[src/rtl/bounded_counter_bank.sv]
// bounded_counter_bank: bank of independent bounded step counters.
// Each channel keeps a count i and a limit y with 0 <= i <= y <= X_CEIL.
// A per-channel select steps the count up toward y or down toward 0,
// saturating at either end. A load replaces one channel's limit; if the
// count would exceed the new limit, the count is clamped to it.
// Optional feature macro: BCB_INVARIANT_EN compiles in an invariant checker
// that drives the sticky err flag and emits concurrent assertions;
// without it err is tied low.
module bounded_counter_bank #(
    parameter int WIDTH    = 31,
    parameter int CHANNELS = 4,
    parameter int X_CEIL   = 500,
    parameter int Y_INIT   = 450,
    localparam int LDW     = (CHANNELS > 1) ? $clog2(CHANNELS) : 1
) (
    input  logic                      clk,
    input  logic                      rst,
    input  logic [CHANNELS-1:0]       sel,
    input  logic [CHANNELS-1:0]       dir,
    input  logic                      ld,
    input  logic [LDW-1:0]            ld_ch,
    input  logic [WIDTH-1:0]          ld_val,
    output logic [CHANNELS*WIDTH-1:0] count,
    output logic [CHANNELS-1:0]       at_lim,
    output logic [CHANNELS-1:0]       at_zero,
    output logic                      err
);

    localparam logic [WIDTH-1:0] CEIL  = WIDTH'(X_CEIL);
    localparam logic [WIDTH-1:0] YINIT = WIDTH'(Y_INIT);

    logic [WIDTH-1:0]    cnt_q [CHANNELS];
    logic [WIDTH-1:0]    lim_q [CHANNELS];
    logic [WIDTH-1:0]    cnt_d [CHANNELS];
    logic [WIDTH-1:0]    lim_d [CHANNELS];
    logic [CHANNELS-1:0] ld_hit;
    logic [CHANNELS-1:0] at_lim_d;
    logic [CHANNELS-1:0] at_zero_d;
    logic [WIDTH-1:0]    new_lim;

    // Next-state per channel: load has priority over stepping; steps saturate.
    always_comb begin
        new_lim = (ld_val > CEIL) ? CEIL : ld_val;
        for (int k = 0; k < CHANNELS; k++) begin
            ld_hit[k] = ld && (int'(ld_ch) == k);
            cnt_d[k]  = cnt_q[k];
            lim_d[k]  = lim_q[k];
            if (ld_hit[k]) begin
                lim_d[k] = new_lim;
                if (cnt_q[k] > new_lim) begin
                    cnt_d[k] = new_lim;
                end
            end else if (sel[k] && dir[k] && (cnt_q[k] < lim_q[k])) begin
                cnt_d[k] = cnt_q[k] + WIDTH'(1);
            end else if (sel[k] && !dir[k] && (cnt_q[k] != '0)) begin
                cnt_d[k] = cnt_q[k] - WIDTH'(1);
            end
            at_lim_d[k]  = (cnt_d[k] == lim_d[k]);
            at_zero_d[k] = (cnt_d[k] == '0);
        end
    end

    // State and status registers; status flags are computed from next state
    // so they line up with the registered count.
    always_ff @(posedge clk) begin
        if (rst) begin
            for (int k = 0; k < CHANNELS; k++) begin
                cnt_q[k] <= '0;
                lim_q[k] <= YINIT;
            end
            at_lim  <= (Y_INIT == 0) ? '1 : '0;
            at_zero <= '1;
        end else begin
            for (int k = 0; k < CHANNELS; k++) begin
                cnt_q[k] <= cnt_d[k];
                lim_q[k] <= lim_d[k];
            end
            at_lim  <= at_lim_d;
            at_zero <= at_zero_d;
        end
    end

    // Pack channel counts onto the flat output bus.
    always_comb begin
        count = '0;
        for (int k = 0; k < CHANNELS; k++) begin
            count[k*WIDTH +: WIDTH] = cnt_q[k];
        end
    end

`ifdef BCB_INVARIANT_EN
    logic viol;

    // Flag ordering violations and any change on a channel that was neither
    // selected nor loaded this cycle.
    always_comb begin
        viol = 1'b0;
        for (int k = 0; k < CHANNELS; k++) begin
            if (cnt_q[k] > lim_q[k]) viol = 1'b1;
            if (lim_q[k] > CEIL) viol = 1'b1;
            if (!sel[k] && !ld_hit[k] &&
                ((cnt_d[k] != cnt_q[k]) || (lim_d[k] != lim_q[k]))) viol = 1'b1;
        end
    end

    // Sticky error flag, cleared only by reset.
    always_ff @(posedge clk) begin
        if (rst) begin
            err <= 1'b0;
        end else if (viol) begin
            err <= 1'b1;
        end
    end

    for (genvar g = 0; g < CHANNELS; g++) begin : g_prop
        a_cnt_le_lim : assert property (@(posedge clk) disable iff (rst)
            cnt_q[g] <= lim_q[g]);
        a_lim_le_ceil : assert property (@(posedge clk) disable iff (rst)
            lim_q[g] <= CEIL);
        a_quiet_hold : assert property (@(posedge clk) disable iff (rst)
            (!sel[g] && !ld_hit[g]) |=> ($stable(cnt_q[g]) && $stable(lim_q[g])));
    end
`else
    assign err = 1'b0;
`endif

endmodule

[config.mk]
export PLATFORM = sky130hd
export DESIGN_NAME = bounded_counter_bank
export DESIGN_NICKNAME = d
export VERILOG_FILES = /design/src/rtl/bounded_counter_bank.sv
export SDC_FILE = /design/constraint.sdc
export NUM_CORES = 1
export LEC_CHECK = 0
export CAP_MARGIN = 20
export CORE_MARGIN = 8
export CORE_UTILIZATION = 41
export CTS_CLUSTER_SIZE = 14
export DETAILED_ROUTE_END_ITERATION = 12
export GPL_ROUTABILITY_DRIVEN = 0
export PLACE_DENSITY = 0.61
export SLEW_MARGIN = 25
export SYNTH_ARGS = -nofsm -noshare
export SYNTH_HDL_FRONTEND = slang
export SYNTH_SLANG_ARGS = --single-unit
[constraint.sdc]
create_clock -name clk -period 5.83 [get_ports clk]
set_input_delay 1.166 -clock clk [delete_from_list [all_inputs] [get_ports clk]]
set_output_delay 1.166 -clock clk [all_outputs]
set_load 0.01 [all_outputs]
==> results.py <==
metrics = {
    "logic_synthesis": {
        "syn_area_per_cell_um2": 7.28,
        "synth-xor-area-share_pct": 5.34,
        "ys_ff_latch": 256,
        "synthMuxAreaShare_pct": 1.28,
        "ys_seq_area_share_pct": 20.8,
        "synth_top_family_by_area": "simple AND/OR/NAND/NOR gates",
        "synth_edf_count": 0,
        "synth.largest_area_cell": "dfxtp_1",
        "synth_common_cells": "nor2_1, nand2_1, dfxtp_1, ha_1, nor3_1",
        "ys_types": 97,
        "yosysWarnings": 0,
        "synth.area.top_cells": "dfxtp_1, ha_1, nor2_1",
        "synth_compound_area_share_pct": 24.3,
        "synth_top_area_share_pct": 20.8,
        "synth-simple-area-share_pct": 29.1,
        "async_reset_ff_share_pct": 0,
        "netlist_instances": 3378,
        "netlist_area_um2": 24600,
        "yosys.cell_count.top_type": "nor2_1",
        "ys.flop_type": "dfxtp_1",
        "synth_fa_ha_area_share_pct": 13.0,
    },
    "timing": {
        "drv_slew": 0,
        "skew_ns": 0.0209,
        "holdWs_ns": 0.458,
        "timing.fmax_ghz": 0.182,
        "worst_pin_slew_ns": 0.986,
        "rsz0062_at_grt": "no",
        "slew_headroom_pct": 33.7,
        "hold_viol_final": 0,
        "layout_min_cycle_time_ns": 5.51,
        "setup_viol": 0,
        "fin_crit_sh_pct": 94.5,
    },
    "setup_path": {
        "path_buf_inv": 4,
        "critPathLaunch": "ld_val[16]",
        "crit_path_start_kind": "primary input",
        "reg2reg_from": "cnt_q[1][14]",
        "crit_type": "primary input to flip-flop",
        "critPathMaxFanout": 4,
        "cp_cell_sequence": "clkdlybuf4s50_1 -> nor4_1 -> nand4_1 -> buf_4 -> nor3_2 -> and2_1 -> inv_1 -> ha_1 -> a21o_1 -> a21oi_1 -> o21ai_0 -> maj3_1 -> o211a_1 -> o22ai_2 -> buf_4 -> mux2i_1 -> a21oi_1 -> or4b_1 -> or4_1 -> nor3_1 -> a41o_1",
        "cp.arrival_ns": 6.02,
        "reg2reg_setup_slack_ns": 0.74,
        "worst_setup_path_end_kind": "flip-flop",
        "max_stage_delay_ns": 0.58,
        "slowest_stage": "or4b_1",
        "cp.required_ns": 6.34,
        "path_delay_family": "simple AND/OR/NAND/NOR gates",
    },
    "pwr": {
        "intPower_mw": 8.24,
        "power_density_nw_per_um2": 548,
        "p_sw_mw": 8.49,
        "vdd_ir_drop_max_v": 0.000236,
        "total_power_mw": 16.7,
        "p_comb_share_pct": 69.6,
        "seq_power_share_pct": 16.9,
        "switching_share_pct": 50.7,
        "pwr-share-clk_pct": 13.5,
        "p_leak_nw": 13.0,
    },
    "global_routing": {
        "grt_pass1_wl_um": 154000,
        "overflow": 0,
        "grt_pass1_vias": 25500,
        "grt_antenna_before_repair": 0,
        "grt_use_total_pct": 28.5,
        "grt_start_max_net_pins": 93,
    },
    "final_layout": {
        "area_delta_synth_final_pct": 24.1,
        "regArea_um2": 5120,
        "fillers": 5906,
        "finalNetCount": 4080,
        "diodes": 0,
        "drive_gt1_share_pct": 11.9,
        "utilization_pct": 51.6,
        "multiInputGateArea_um2": 18400,
    },
    "routing": {
        "drtIter0Drc": 3073,
        "drcViolationCount": 0,
        "avgViaCountPerCell": 6.13,
        "wl_per_cell_um": 22.0,
        "drt.antenna.violating_nets": 0,
        "drt_wl_total_um": 101000,
        "dr.pass1.iters": 6,
        "num_vias": 28100,
    },
    "clocking": {
        "clock_path_buffers": 3,
        "clock_sinks": 256,
        "cts-root-buf": "clkbuf_16",
        "clk_pin_slew_worst_paths_ns": 0.07,
        "cts_buffers": 36,
        "cts_tree": "built",
        "htree_num_levels": 2,
        "postCtsHoldBufs": 0,
        "clock_latency_ns": 0.57,
    },
    "outcome": {
        "outcome": "finished, final reports clean",
    },
    "placed_design": {
        "io_buffer_count": 175,
        "hpwlAfterDp_um": 76700,
    },
    "hold_path": {
        "hold_start": "lim_q[3][3]",
        "hold_class": "flip-flop to flip-flop",
    },
    "floorplanning": {
        "die_area_um2": 68100,
        "die_y_um": 261,
        "dieWidth_um": 261,
        "row_count": 89,
        "initial_utilization_pct": 41.6,
        "coreArea_um2": 59100,
        "io_pins": 177,
    },
    "flow_run": {
        "drv_cap": 0,
    },
}
-- repair_timing --
action,CTS,global route
buffers inserted,0,1
resized for setup,0,7
endpoints found under the setup margin,0,4
-- tightest hold or removal path: cells and delay by family (launching register included) --
family,cells,cell delay [ns]
compound gates,1,0.05
flops,1,0.31
simple gates,1,0.05
-- layout make-up --
cell class,count,share of cell area [%]
clock inverter,12,0.467
multi-input combinational,2813,60.2
timing repair buffer,499,13.9
clock buffer,49,3.38
sequential,256,16.8
tap,773,3.17
inverter,178,2.19
-- path summary, 6_finish.rpt --
kind	to	cells past startpoint
max	at_zero[1]	21
min	lim_q[3][3]	2
max reg2reg	at_lim[1]	13
min reg2reg	lim_q[3][3]	2
-- layout by cell type, fill, tap and decap left out, types with 110 or more instances in the layout --
cell type          n
a21oi_1          233
buf_4            321
clkdlybuf4s50_1  173
dfxtp_1          256
ha_1             252
inv_1            174
nand2_1          266
nand3_1          110
nor2_1           336
nor3_1           236
o21ai_0          124
xnor2_1          115
-- cell families (layout without fill, tap and decap cells) --
kind of cell / Yosys count / count (layout)
adders and majority gates: 256 / 256
AOI/OAI and AO/OA: 875 / 875
buffers and inverters: 396 / 738
muxes: 31 / 31
xor gates and xnor gates: 150 / 150
and+or+nand+nor: 1412 / 1412
other: 2 / 89
DFF: 256 / 256
-- flip-flops by register name, indices dropped and copies added (netlist names) --
register  flops
cnt_q       124
at_zero       4
at_lim        4
lim_q       124
-- layer usage --
layer  global-route usage [%]  routed length [µm]  part of all wire, %
met4                     12.0                4600                  4.6
met3                     5.26               10200                   10
met1                     39.4               43500                   43
met5                        0                   0                    0
met2                     43.2               42500                   42
-- metrics by stage --
| stage | instances | TNS, ns | area, µm² | setup WS (ns) |
|---|---|---|---|---|
| after floorplan | 3465 | 0 | 24900 | 0.0428 |
| after global placement | 4518 | -0.581 | 29300 | -0.279 |
| after detailed placement | 4518 | -1.05 | 29300 | -0.357 |
| after CTS | 4579 | 0 | 30500 | 0.170 |
| after global routing | 4580 | 0 | 30500 | 0.0219 |
| final | 4580 | 0 | 30500 | 0.321 |
-- power groups by stage --
stage	Combinational, mW	Clock (mW)	Sequential [mW]
2_1_floorplan	6.86	0	2.61
3_3_place_gp	11.2	0	2.85
3_5_place_dp	11.2	0	2.84
4_1_cts	11.3	2.31	2.81
5_1_grt	12.5	2.36	2.89
6_report	11.6	2.26	2.82
(Power assumes the default switching activity.)
